**src/rtl/data_memory_arbiter_if.sv**
```systemverilog
// rtl/data_memory_arbiter_if.sv - requester and memory pin bundle for the data memory arbiter
interface data_memory_arbiter_if #(
  parameter int ADDR_WIDTH = 8,
  parameter int DATA_WIDTH = 8
);
  logic                  req0;
  logic                  req1;
  logic                  we0;
  logic                  we1;
  logic [ADDR_WIDTH-1:0] addr0;
  logic [ADDR_WIDTH-1:0] addr1;
  logic [DATA_WIDTH-1:0] wdata0;
  logic [DATA_WIDTH-1:0] wdata1;
  logic                  ack0;
  logic                  ack1;
  logic [DATA_WIDTH-1:0] rdata0;
  logic [DATA_WIDTH-1:0] rdata1;
  logic [ADDR_WIDTH-1:0] mem_address;
  logic                  mem_read;
  logic                  mem_write;
  logic [DATA_WIDTH-1:0] mem_write_data;
  logic [DATA_WIDTH-1:0] mem_read_data;
  logic                  busy;
  logic                  grant;

  modport slave (
    input  req0, req1, we0, we1, addr0, addr1, wdata0, wdata1, mem_read_data,
    output ack0, ack1, rdata0, rdata1, mem_address, mem_read, mem_write,
           mem_write_data, busy, grant
  );

  modport master (
    output req0, req1, we0, we1, addr0, addr1, wdata0, wdata1, mem_read_data,
    input  ack0, ack1, rdata0, rdata1, mem_address, mem_read, mem_write,
           mem_write_data, busy, grant
  );
endinterface

```
**src/rtl/data_memory_arbiter.sv**
```systemverilog
// rtl/data_memory_arbiter.sv - two-port round-robin sequencer for the single-port data memory
module data_memory_arbiter #(
  parameter int ADDR_WIDTH = 8,
  parameter int DATA_WIDTH = 8
) (
  input  logic                  clock,
  input  logic                  reset_n,
  data_memory_arbiter_if.slave  bus
);

  typedef enum logic [1:0] {
    S_IDLE  = 2'd0,
    S_ISSUE = 2'd1,
    S_WAIT  = 2'd2,
    S_DONE  = 2'd3
  } state_t;

  state_t                state_q, state_d;
  logic                  last_q, last_d;
  logic                  grant_q, grant_d;
  logic                  op_we_q, op_we_d;
  logic                  ack0_q, ack0_d;
  logic                  ack1_q, ack1_d;
  logic [DATA_WIDTH-1:0] rdata0_q, rdata0_d;
  logic [DATA_WIDTH-1:0] rdata1_q, rdata1_d;
  logic [ADDR_WIDTH-1:0] addr_q, addr_d;
  logic [DATA_WIDTH-1:0] wdata_q, wdata_d;
  logic                  rd_q, rd_d;
  logic                  wr_q, wr_d;
  logic                  busy_q, busy_d;

  // last_q resets to 1 so that port 0 wins the very first tie
  always_ff @(posedge clock or negedge reset_n) begin
    if (!reset_n) begin
      state_q  <= S_IDLE;
      last_q   <= 1'b1;
      grant_q  <= 1'b0;
      op_we_q  <= 1'b0;
      ack0_q   <= 1'b0;
      ack1_q   <= 1'b0;
      rdata0_q <= '0;
      rdata1_q <= '0;
      addr_q   <= '0;
      wdata_q  <= '0;
      rd_q     <= 1'b0;
      wr_q     <= 1'b0;
      busy_q   <= 1'b0;
    end else begin
      state_q  <= state_d;
      last_q   <= last_d;
      grant_q  <= grant_d;
      op_we_q  <= op_we_d;
      ack0_q   <= ack0_d;
      ack1_q   <= ack1_d;
      rdata0_q <= rdata0_d;
      rdata1_q <= rdata1_d;
      addr_q   <= addr_d;
      wdata_q  <= wdata_d;
      rd_q     <= rd_d;
      wr_q     <= wr_d;
      busy_q   <= busy_d;
    end
  end

  always_comb begin
    logic win;
    win      = 1'b0;
    state_d  = state_q;
    last_d   = last_q;
    grant_d  = grant_q;
    op_we_d  = op_we_q;
    ack0_d   = 1'b0;
    ack1_d   = 1'b0;
    rdata0_d = rdata0_q;
    rdata1_d = rdata1_q;
    addr_d   = addr_q;
    wdata_d  = wdata_q;
    rd_d     = 1'b0;
    wr_d     = 1'b0;

    case (state_q)
      S_IDLE: begin
        if (bus.req0 || bus.req1) begin
          // on contention the port that did not win last time goes next
          if (bus.req0 && bus.req1) win = ~last_q;
          else                      win = bus.req1;
          last_d  = win;
          grant_d = win;
          op_we_d = win ? bus.we1 : bus.we0;
          addr_d  = win ? bus.addr1 : bus.addr0;
          wdata_d = win ? bus.wdata1 : bus.wdata0;
          wr_d    = op_we_d;
          rd_d    = ~op_we_d;
          state_d = S_ISSUE;
        end
      end
      S_ISSUE: begin
        state_d = S_WAIT;
      end
      S_WAIT: begin
        // memory output is registered, so read data is valid one cycle after the strobe
        if (!op_we_q) begin
          if (grant_q) rdata1_d = bus.mem_read_data;
          else         rdata0_d = bus.mem_read_data;
        end
        ack0_d  = ~grant_q;
        ack1_d  = grant_q;
        state_d = S_DONE;
      end
      S_DONE: begin
        state_d = S_IDLE;
      end
      default: begin
        state_d = S_IDLE;
      end
    endcase

    busy_d = (state_d != S_IDLE);
  end

  assign bus.ack0           = ack0_q;
  assign bus.ack1           = ack1_q;
  assign bus.rdata0         = rdata0_q;
  assign bus.rdata1         = rdata1_q;
  assign bus.mem_address    = addr_q;
  assign bus.mem_read       = rd_q;
  assign bus.mem_write      = wr_q;
  assign bus.mem_write_data = wdata_q;
  assign bus.busy           = busy_q;
  assign bus.grant          = grant_q;

endmodule
```
**src/flat_wrapper.sv**
```systemverilog
// flat-port wrapper written by rule: the top's interface ports become plain ports
module data_memory_arbiter_flat 
#(
  parameter int ADDR_WIDTH = 8,
  parameter int DATA_WIDTH = 8
)
  (clock, reset_n, bus_req0, bus_req1, bus_we0, bus_we1, bus_addr0, bus_addr1, bus_wdata0, bus_wdata1, bus_mem_read_data, bus_ack0, bus_ack1, bus_rdata0, bus_rdata1, bus_mem_address, bus_mem_read, bus_mem_write, bus_mem_write_data, bus_busy, bus_grant);
  data_memory_arbiter_if #(.ADDR_WIDTH(ADDR_WIDTH), .DATA_WIDTH(DATA_WIDTH)) bus_i ();
  input  logic clock;
  input  logic reset_n;
  input wire logic [$bits(bus_i.req0)-1:0] bus_req0;
  input wire logic [$bits(bus_i.req1)-1:0] bus_req1;
  input wire logic [$bits(bus_i.we0)-1:0] bus_we0;
  input wire logic [$bits(bus_i.we1)-1:0] bus_we1;
  input wire logic [$bits(bus_i.addr0)-1:0] bus_addr0;
  input wire logic [$bits(bus_i.addr1)-1:0] bus_addr1;
  input wire logic [$bits(bus_i.wdata0)-1:0] bus_wdata0;
  input wire logic [$bits(bus_i.wdata1)-1:0] bus_wdata1;
  input wire logic [$bits(bus_i.mem_read_data)-1:0] bus_mem_read_data;
  output wire logic [$bits(bus_i.ack0)-1:0] bus_ack0;
  output wire logic [$bits(bus_i.ack1)-1:0] bus_ack1;
  output wire logic [$bits(bus_i.rdata0)-1:0] bus_rdata0;
  output wire logic [$bits(bus_i.rdata1)-1:0] bus_rdata1;
  output wire logic [$bits(bus_i.mem_address)-1:0] bus_mem_address;
  output wire logic [$bits(bus_i.mem_read)-1:0] bus_mem_read;
  output wire logic [$bits(bus_i.mem_write)-1:0] bus_mem_write;
  output wire logic [$bits(bus_i.mem_write_data)-1:0] bus_mem_write_data;
  output wire logic [$bits(bus_i.busy)-1:0] bus_busy;
  output wire logic [$bits(bus_i.grant)-1:0] bus_grant;
  assign bus_i.req0 = bus_req0;
  assign bus_i.req1 = bus_req1;
  assign bus_i.we0 = bus_we0;
  assign bus_i.we1 = bus_we1;
  assign bus_i.addr0 = bus_addr0;
  assign bus_i.addr1 = bus_addr1;
  assign bus_i.wdata0 = bus_wdata0;
  assign bus_i.wdata1 = bus_wdata1;
  assign bus_i.mem_read_data = bus_mem_read_data;
  assign bus_ack0 = bus_i.ack0;
  assign bus_ack1 = bus_i.ack1;
  assign bus_rdata0 = bus_i.rdata0;
  assign bus_rdata1 = bus_i.rdata1;
  assign bus_mem_address = bus_i.mem_address;
  assign bus_mem_read = bus_i.mem_read;
  assign bus_mem_write = bus_i.mem_write;
  assign bus_mem_write_data = bus_i.mem_write_data;
  assign bus_busy = bus_i.busy;
  assign bus_grant = bus_i.grant;
  data_memory_arbiter #(.ADDR_WIDTH(ADDR_WIDTH), .DATA_WIDTH(DATA_WIDTH)) u_core (.clock(clock), .reset_n(reset_n), .bus(bus_i));
endmodule
```
**config.mk**
```make
export PLATFORM = sky130hd
export DESIGN_NAME = data_memory_arbiter_flat
export DESIGN_NICKNAME = d
export VERILOG_FILES = /design/src/rtl/data_memory_arbiter_if.sv /design/src/rtl/data_memory_arbiter.sv /design/src/flat_wrapper.sv
export SDC_FILE = /design/constraint.sdc
export NUM_CORES = 1
export LEC_CHECK = 0
export ABC_AREA = 1
export CAP_MARGIN = 40
export CORE_UTILIZATION = 46
export DETAILED_ROUTE_END_ITERATION = 8
export PLACE_DENSITY = 0.87
export SYNTH_ARGS = -nofsm -noshare
export SYNTH_HDL_FRONTEND = slang
export SYNTH_SLANG_ARGS = --single-unit
```
**constraint.sdc**
```tcl
create_clock -name clock -period 3.7 [get_ports clock]
set_input_delay 1.11 -clock clock [delete_from_list [all_inputs] [get_ports clock]]
set_output_delay 1.11 -clock clock [all_outputs]
set_load 0.03 [all_outputs]
```
* Word-level counts from Yosys, hierarchy flattened
Cells that the tools add are included.
** Storage, ports and cells
- Register bits :: 42
- Input bits :: 46
- Output and inout port bits :: 38
- Logic and storage cells :: 41
** Operators by class
- Eq/ne operators :: 3
- Mux-type cells :: 14
- Bitwise operators :: 4
- Reduce and logical (&&, ||, !) cells :: 7
** Operator list (number)
- 2-to-1 mux 8 bit :: 2
- 2-to-1 mux 1 bit :: 10
- one-hot mux 2 bit (4 select lines) :: 1
- AND reduction 3 bit :: 2
- == test 2 bit (second input constant) :: 2
- NOT 1 bit :: 4
- == test 2 x 1 -> 1 bit (second input constant) :: 1
- zero test 2 bit :: 1
- 2-to-1 mux 2 bit :: 1
- AND reduction 2 bit :: 1
- nonzero test 2 bit :: 1
- logical AND 1 bit :: 1
- logical OR 1 bit :: 1

* Longest topological paths before layout
Gate-level depths: netlist of the first run.
- Depth in word-level cells :: 8
- Depth in mapped cells :: 8
- Gate-level depth less buffers :: 7

* Worst setup path before layout of the first run
Ideal clock, no wire load.
- Path type :: in2reg
- From :: input bus_req1
- To :: register u_core.addr_q[5], in the netlist u_core.bus.mem_address[5]
- Setup time :: 117 ps
- Arrival :: 1635 ps
- Required time :: 3583 ps
- Slack :: 1948 ps
- Stages :: 5
- Buffers on the path :: 1
- Cells stage by stage :: nor2_2 nor2_8 buf_6 nand3_1 nand2_1
** On the way
- Longest elaborated chain between the ends :: 5
- Elaborated cells between the ends (all ways) :: 7
- Classes of those cells :: 4 x mux; 3 x reduce/logical
** RTL lines
- start: declaration :: RTL line flat_wrapper.sv:12 : input wire logic [$bits(bus_i.req1)-1:0] bus_req1;
- logical AND 1 bit :: RTL line data_memory_arbiter.sv:85 : if (bus.req0 && bus.req1) win = ~last_q;
- 2-to-1 mux 1 bit :: RTL line data_memory_arbiter.sv:85
- 2-to-1 mux 1 bit :: RTL line data_memory_arbiter.sv:83 : if (bus.req0 || bus.req1) begin
- 2-to-1 mux 1 bit :: RTL line data_memory_arbiter.sv:81 : case (state_q)
- 2-to-1 mux 8 bit :: RTL line data_memory_arbiter.sv:90 : addr_d = win ? bus.addr1 : bus.addr0;
- end signal: assignment :: RTL line data_memory_arbiter.sv:57 : addr_q <= addr_d;
- end: declaration :: RTL line data_memory_arbiter.sv:26 : logic [ADDR_WIDTH-1:0] addr_q, addr_d;
Parallel ways exist; a longest one is shown, timed or not. The select of a mux whose other input is x is not followed.
A chain may end at the register's enable or synchronous reset.

* Final worst setup path of the first run
- From :: register u_core.grant_q, in the netlist u_core.bus.grant
- To :: output bus_grant
** RTL lines
- start: declaration :: RTL line data_memory_arbiter.sv:20 : logic grant_q, grant_d;
- start signal: assignment :: RTL line data_memory_arbiter.sv:51 : grant_q <= grant_d;
- end: declaration :: RTL line flat_wrapper.sv:29 : output wire logic [$bits(bus_i.grant)-1:0] bus_grant;
No word-level cell between the ends.

==> impl_metrics.py, run 1 <==
metrics = {
    "synth": {
        "synth-seq-cells": 42,
        "synth_xor_area_frac": 0,
        "syn_nets": 289,
        "synth_top_family_by_area": "simple AND/OR/NAND/NOR gates",
        "synth-simple-area-share": 0.263,
        "yosys-mux-area-fraction": 0,
        "syn_area_per_cell_um2": 8.47,
        "synth_area_um2": 2030,
        "synth_cell_type_count": 19,
        "synth_cells": 240,
        "synth_compound_area_frac": 0.0609,
        "synth_fa_ha_area_frac": 0.0185,
        "yosysSeqAreaShare": 0.518,
        "yosys_warnings": 0,
    },
    "sta": {
        "slew_violations": 0,
        "tns_ps": 0,
        "setup_violations": 0,
        "setup_ws_ps": 1180,
        "fmax_ghz": 0.398,
        "rsz0062_at_grt": "false",
        "worst_pin_slew_ps": 370,
        "finalWorstPathRequiredPeriod_ps": 2520,
        "fin_crit_sh": 0.680,
        "fin_skew_ps": 10.3,
        "relSlewSlack": 0.752,
        "hold_viol_final": 0,
    },
    "final_layout": {
        "drive_gt1_frac": 0.108,
        "final_common_cell": "clkdlybuf4s50_1",
        "final_cell_mix": "clkdlybuf4s50_1 (82), nand2_1 (68), inv_1 (50)",
        "final_nets": 372,
        "n_antenna_cell": 0,
        "area_delta_synth_final_pct": 45.2,
        "fillers": 314,
        "multi_input_area_um2": 696,
        "instances_no_fill": 374,
        "regArea_um2": 1050,
    },
    "placement": {
        "post-place-ws_ps": 1060,
        "numPlacedInstances": 366,
        "gp_congestion": 0.770,
        "portBuffers": 83,
        "detailed_place_hpwl_mm": 3.53,
    },
    "setup_path": {
        "end_kind": "output pin",
        "r2r_slack_ps": 2230,
        "path_buf_inv": 1,
        "path_class": "reg -> out",
        "required_ps": 2590,
        "crit_family": "buffers and inverters",
        "critPathSlowestCell": "clkdlybuf4s50_1",
        "cpPeakStageDelay_ps": 700,
        "r2r_end": "u_core.bus.grant",
        "rr_worst_depth": 7,
        "cp_max_fo": 4,
        "crit_path_start_kind": "flop",
        "crit_chain": "clkdlybuf4s50_1",
        "crit_arrival_ps": 1410,
        "worstReg2RegStart": "u_core.state_q[0]",
    },
    "die": {
        "die_w_um": 68.5,
        "start_util": 0.494,
        "core-area_um2": 4120,
        "die-area_um2": 4690,
        "io_pins": 84,
        "fp-row-count": 23,
        "fp.dieH_um": 68.5,
    },
    "clock_tree": {
        "path_clk_slew_ps": 80,
        "cts-root-buf": "clkbuf_8",
        "cts_resized": 0,
        "ctsHtreeMaxLevel": 2,
        "clk_latency_ps": 290,
        "post_cts.repair.setup_buffers": 0,
        "cts.sinks": 42,
        "cts_buffers": 5,
        "cts_buffer_depth": 2,
        "hold_buffers": 0,
        "tritoncts": "yes",
    },
    "hold_path": {
        "hold_end": "u_core.bus.mem_write_data[2]",
        "worstHoldPathType": "reg -> reg",
        "holdPathStages": 2,
        "worstHoldStart": "u_core.bus.mem_write_data[2]",
    },
    "global_routing": {
        "grt_pass1_wl_mm": 7.30,
        "overflow": 0,
        "grt.busiest_layer": "met2",
        "first_global_vias": 1736,
        "grt.met3_usage": 0.0417,
        "grt_antenna_before_repair": 0,
        "use_met2": 0.380,
        "grt_start_max_net_pins": 34,
        "grt_usage": 0.212,
        "grtUsageMet1": 0.244,
    },
    "power": {
        "power_density_nw_per_um2": 844,
        "power.total_uw": 2490,
        "leakage_uw": 0.00154,
        "vdd_drop_max_mv": 0.422,
    },
    "routing": {
        "antenna_left": 0,
        "wirelength_mm": 4.64,
        "vias_per_cell": 4.78,
        "dr.pass1.iters": 6,
        "drc": 0,
        "vias": 1787,
        "wl_per_cell_um": 12.4,
        "drt_iter0_drc": 113,
    },
    "job": {
        "maxCapViolCount": 0,
    },
    "outcome": {
        "status": "complete, no violations",
    },
}
==> how the worst max path moves through the flow <==
stage | endpoint | start | depth (start not counted)
detailed placement | u_core.op_we_q | bus_req1 | 7
floorplan | u_core.bus.mem_address[5] | bus_req1 | 5
finish | bus_grant | u_core.bus.grant | 1
global route | bus_grant | u_core.bus.grant | 1
CTS | bus_grant | u_core.bus.grant | 1
global placement | u_core.op_we_q | bus_req1 | 7
==> logic make-up (layout without fill, tap and decap cells) <==
kind of cell	Yosys count	count (layout)
AND/OR/NAND/NOR	116	116
flip-flops	42	42
AO/OA/AOI/OAI	18	18
adder cells (fa/ha/maj)	3	3
buffers and inverters	61	145
==> sequential cells by signal, indices dropped and copies added, names as in the netlist <==
register and count:
u_core.bus.ack0 1, u_core.bus.ack1 1, u_core.bus.busy 1, u_core.bus.grant 1
u_core.bus.mem_address 8, u_core.bus.mem_read 1, u_core.bus.mem_write 1, u_core.bus.mem_write_data 8
u_core.bus.rdata0 8, u_core.bus.rdata1 8, u_core.last_q 1, u_core.op_we_q 1
u_core.state_q 2
==> metal layers <==
metal / routed length (um) / vias to the layer above / part of all wire
met1: 1890 / 840 / 0.41
li1: - / 886 / -
met5: 0 / - / 0
met4: 75 / 0 / 0.016
met3: 224 / 9 / 0.048
met2: 2460 / 52 / 0.53
==> power by group <==
part           internal [uW]  switching [uW]
Clock                    132             156
Sequential               688             125
Combinational            552             837
==> synthesized netlist by cell type <==
cell / number / area (um^2)
nand2_1: 68 / 255
inv_1: 50 / 188
dfrtp_1: 41 / 1030
nand3_1: 36 / 180
o21ai_2: 8 / 70.1
nand2_2: 7 / 43.8
buf_6: 6 / 67.6
o21ai_0: 6 / 30.0
ha_1: 3 / 37.5
o21ai_1: 3 / 15.0
buf_4: 2 / 15.0
nand2_4: 2 / 22.5
nor2_2: 2 / 12.5
a21oi_2: 1 / 8.76
buf_2: 1 / 5.00
dfstp_2: 1 / 26.3
inv_2: 1 / 3.75
inv_4: 1 / 6.26
nor2_8: 1 / 20.0
==> stage by stage <==
stage / utilization / hold WS [ps] / area [um^2]
after CTS: 0.717 / 490 / 2950
after detailed placement: 0.695 / 468 / 2860
after global routing: 0.717 / 514 / 2950
final: 0.717 / 485 / 2950
after global placement: 0.690 / 464 / 2840
after floorplan: - / 450 / 2030
==> final cells by class <==
cell class,count,share of cell area
Tap cell,50,0.0212
Multi-Input combinational cell,137,0.236
Sequential cell,42,0.357
Timing Repair Buffer,85,0.289
Clock inverter,3,0.00721
Inverter,52,0.0670
Clock buffer,5,0.0233
Power figures use the tool's default switching activity.
==> run 2: changes to the inputs <==
--- a/config.mk
+++ b/config.mk
@@ -7,9 +7,9 @@
 export LEC_CHECK = 0
 export ABC_AREA = 1
 export CAP_MARGIN = 40
-export CORE_UTILIZATION = 46
+export CORE_UTILIZATION = 39
 export DETAILED_ROUTE_END_ITERATION = 8
-export PLACE_DENSITY = 0.87
+export PLACE_DENSITY = 0.79
 export SYNTH_ARGS = -nofsm -noshare
 export SYNTH_HDL_FRONTEND = slang
 export SYNTH_SLANG_ARGS = --single-unit
==> constraint.sdc (replaced) <==
create_clock -name clock -period 2.3 [get_ports clock]
set_input_delay 0.69 -clock clock [delete_from_list [all_inputs] [get_ports clock]]
set_output_delay 0.69 -clock clock [all_outputs]
set_load 0.03 [all_outputs]
==> run 2 against run 1 <==
Effect of this change:
- critical endpoint unchanged
- non-clock buffer count stayed put
- die area is 17% higher
- via count is 2.3% lower
==> impl_metrics.py, run 2 (synthesis results as in run 1) <==
metrics = {
    "clock_tree": {
        "tritoncts": "yes",
        "path_clk_slew_ps": 70,
        "cts_buffers": 5,
        "post_cts.repair.setup_buffers": 0,
        "cts-root-buf": "clkbuf_8",
        "cts_buffer_depth": 2,
        "clk_latency_ps": 290,
        "ctsHtreeMaxLevel": 2,
        "cts_resized": 0,
        "cts.sinks": 42,
        "hold_buffers": 0,
    },
    "sta": {
        "worst_pin_slew_ps": 363,
        "finalWorstPathRequiredPeriod_ps": 2080,
        "relSlewSlack": 0.757,
        "holdWs_ps": 356,
        "fin_skew_ps": 2.55,
        "rsz0062_at_grt": "false",
        "fin_crit_sh": 0.906,
        "fmax_ghz": 0.480,
        "hold_viol_final": 0,
        "slew_violations": 0,
        "setup_violations": 0,
        "tns_ps": 0,
    },
    "final_layout": {
        "area_delta_synth_final_pct": 46.3,
        "multi_input_area_um2": 696,
        "n_antenna_cell": 0,
        "finish.utilization": 0.609,
        "fillers": 453,
        "design_area_um2": 2970,
        "drive_gt1_frac": 0.105,
        "final_common_cell": "clkdlybuf4s50_1",
        "final_nets": 372,
        "regArea_um2": 1050,
        "final_cell_mix": "clkdlybuf4s50_1 (82), nand2_1 (68), inv_1 (50)",
    },
    "setup_path": {
        "critPathSlowestCell": "clkdlybuf4s50_1",
        "worstReg2RegStart": "u_core.state_q[0]",
        "crit_chain": "clkdlybuf4s50_1",
        "r2r_slack_ps": 860,
        "rr_worst_depth": 7,
        "path_buf_inv": 1,
        "r2r_end": "u_core.bus.mem_address[6]",
        "required_ps": 1610,
        "end_kind": "output pin",
        "crit_path_start_kind": "flop",
        "path_class": "reg -> out",
        "cp_max_fo": 4,
        "crit_arrival_ps": 1390,
        "cpPeakStageDelay_ps": 690,
        "crit_family": "buffers and inverters",
    },
    "routing": {
        "routed.top_layer": "met4",
        "wl_per_cell_um": 11.5,
        "drt_iter0_drc": 94,
        "antenna_left": 0,
        "dr_wl_met3_um": 184,
        "vias_per_cell": 4.47,
        "vias": 1746,
        "dr_wl_met2_mm": 2.19,
        "dr.pass1.iters": 4,
        "wirelength_mm": 4.49,
        "drc": 0,
        "drt-met1-wl_mm": 2.06,
    },
    "global_routing": {
        "grt_usage": 0.177,
        "grt_start_max_net_pins": 43,
        "grt_pass1_wl_mm": 7.37,
        "overflow": 0,
        "grt_antenna_before_repair": 0,
        "first_global_vias": 1659,
    },
    "die": {
        "io_pins": 84,
        "fp.dieH_um": 74.2,
        "fp-row-count": 25,
        "die_w_um": 74.2,
        "core-area_um2": 4880,
        "start_util": 0.417,
        "die-area_um2": 5510,
    },
    "placement": {
        "portBuffers": 83,
        "gp_congestion": 0.802,
        "detailed_place_hpwl_mm": 3.31,
        "placed_cell_area_um2": 2880,
    },
    "power": {
        "power_frac_seq": 0.327,
        "leakage_uw": 0.00154,
        "p_comb_frac": 0.552,
        "clkPwrFrac": 0.121,
        "power.total_uw": 4000,
        "p_sw_frac": 0.441,
        "power_density_nw_per_um2": 1340,
        "vdd_drop_max_mv": 0.688,
        "p_int_uw": 2240,
        "power_switching_uw": 1760,
    },
    "outcome": {
        "status": "complete, no violations",
    },
    "job": {
        "maxCapViolCount": 0,
    },
    "hold_path": {
        "worstHoldPathType": "in -> async",
    },
}
## run 2: cell types whose count changed in the layout (fill, tap and decap cells not counted)
cell / delta
clkbuf_8: +1
clkbuf_1: +1
clkinv_4: -1
clkinvlp_4: -1
## run 2: area by class of cell
| cell class | count | area share |
|---|---|---|
| Clock buffer | 7 | 0.0290 |
| Clock inverter | 1 | 0.00168 |
| Inverter | 52 | 0.0665 |
| Multi-Input combinational cell | 137 | 0.234 |
| Sequential cell | 42 | 0.354 |
| Tap cell | 67 | 0.0282 |
| Timing Repair Buffer | 85 | 0.287 |
## run 2: metrics by stage
step	setup WS (ps)	cells
global placement	310	383
finish	216	391
floorplan	968	240
CTS	198	391
detailed placement	290	383
global route	134	391
## run 2: how the worst max path moves through the flow
stage / startpoint / to / cells past startpoint
floorplan: bus_req1 / u_core.bus.mem_address[5] / 5
global placement: bus_req0 / u_core.op_we_q / 6
detailed placement: bus_req0 / u_core.bus.mem_write_data[1] / 6
CTS: u_core.bus.grant / bus_grant / 1
global route: u_core.bus.grant / bus_grant / 1
finish: u_core.bus.grant / bus_grant / 1
## run 2: power by group through the flow
stage | clock [uW] | sequential (uW) | combinational (uW)
after detailed placement | 0 | 1320 | 2230
final | 485 | 1310 | 2210
after global placement | 0 | 1320 | 2180
after global routing | 530 | 1350 | 2390
after CTS | 494 | 1310 | 2230
after floorplan | 0 | 1930 | 784
## run 2: routing by layer
| metal | up-vias | track usage |
|---|---|---|
| met5 | - | 0 |
| met4 | 0 | 0.0620 |
| met3 | 4 | 0.0434 |
| met2 | 37 | 0.296 |
| met1 | 820 | 0.225 |
| li1 | 885 | - |
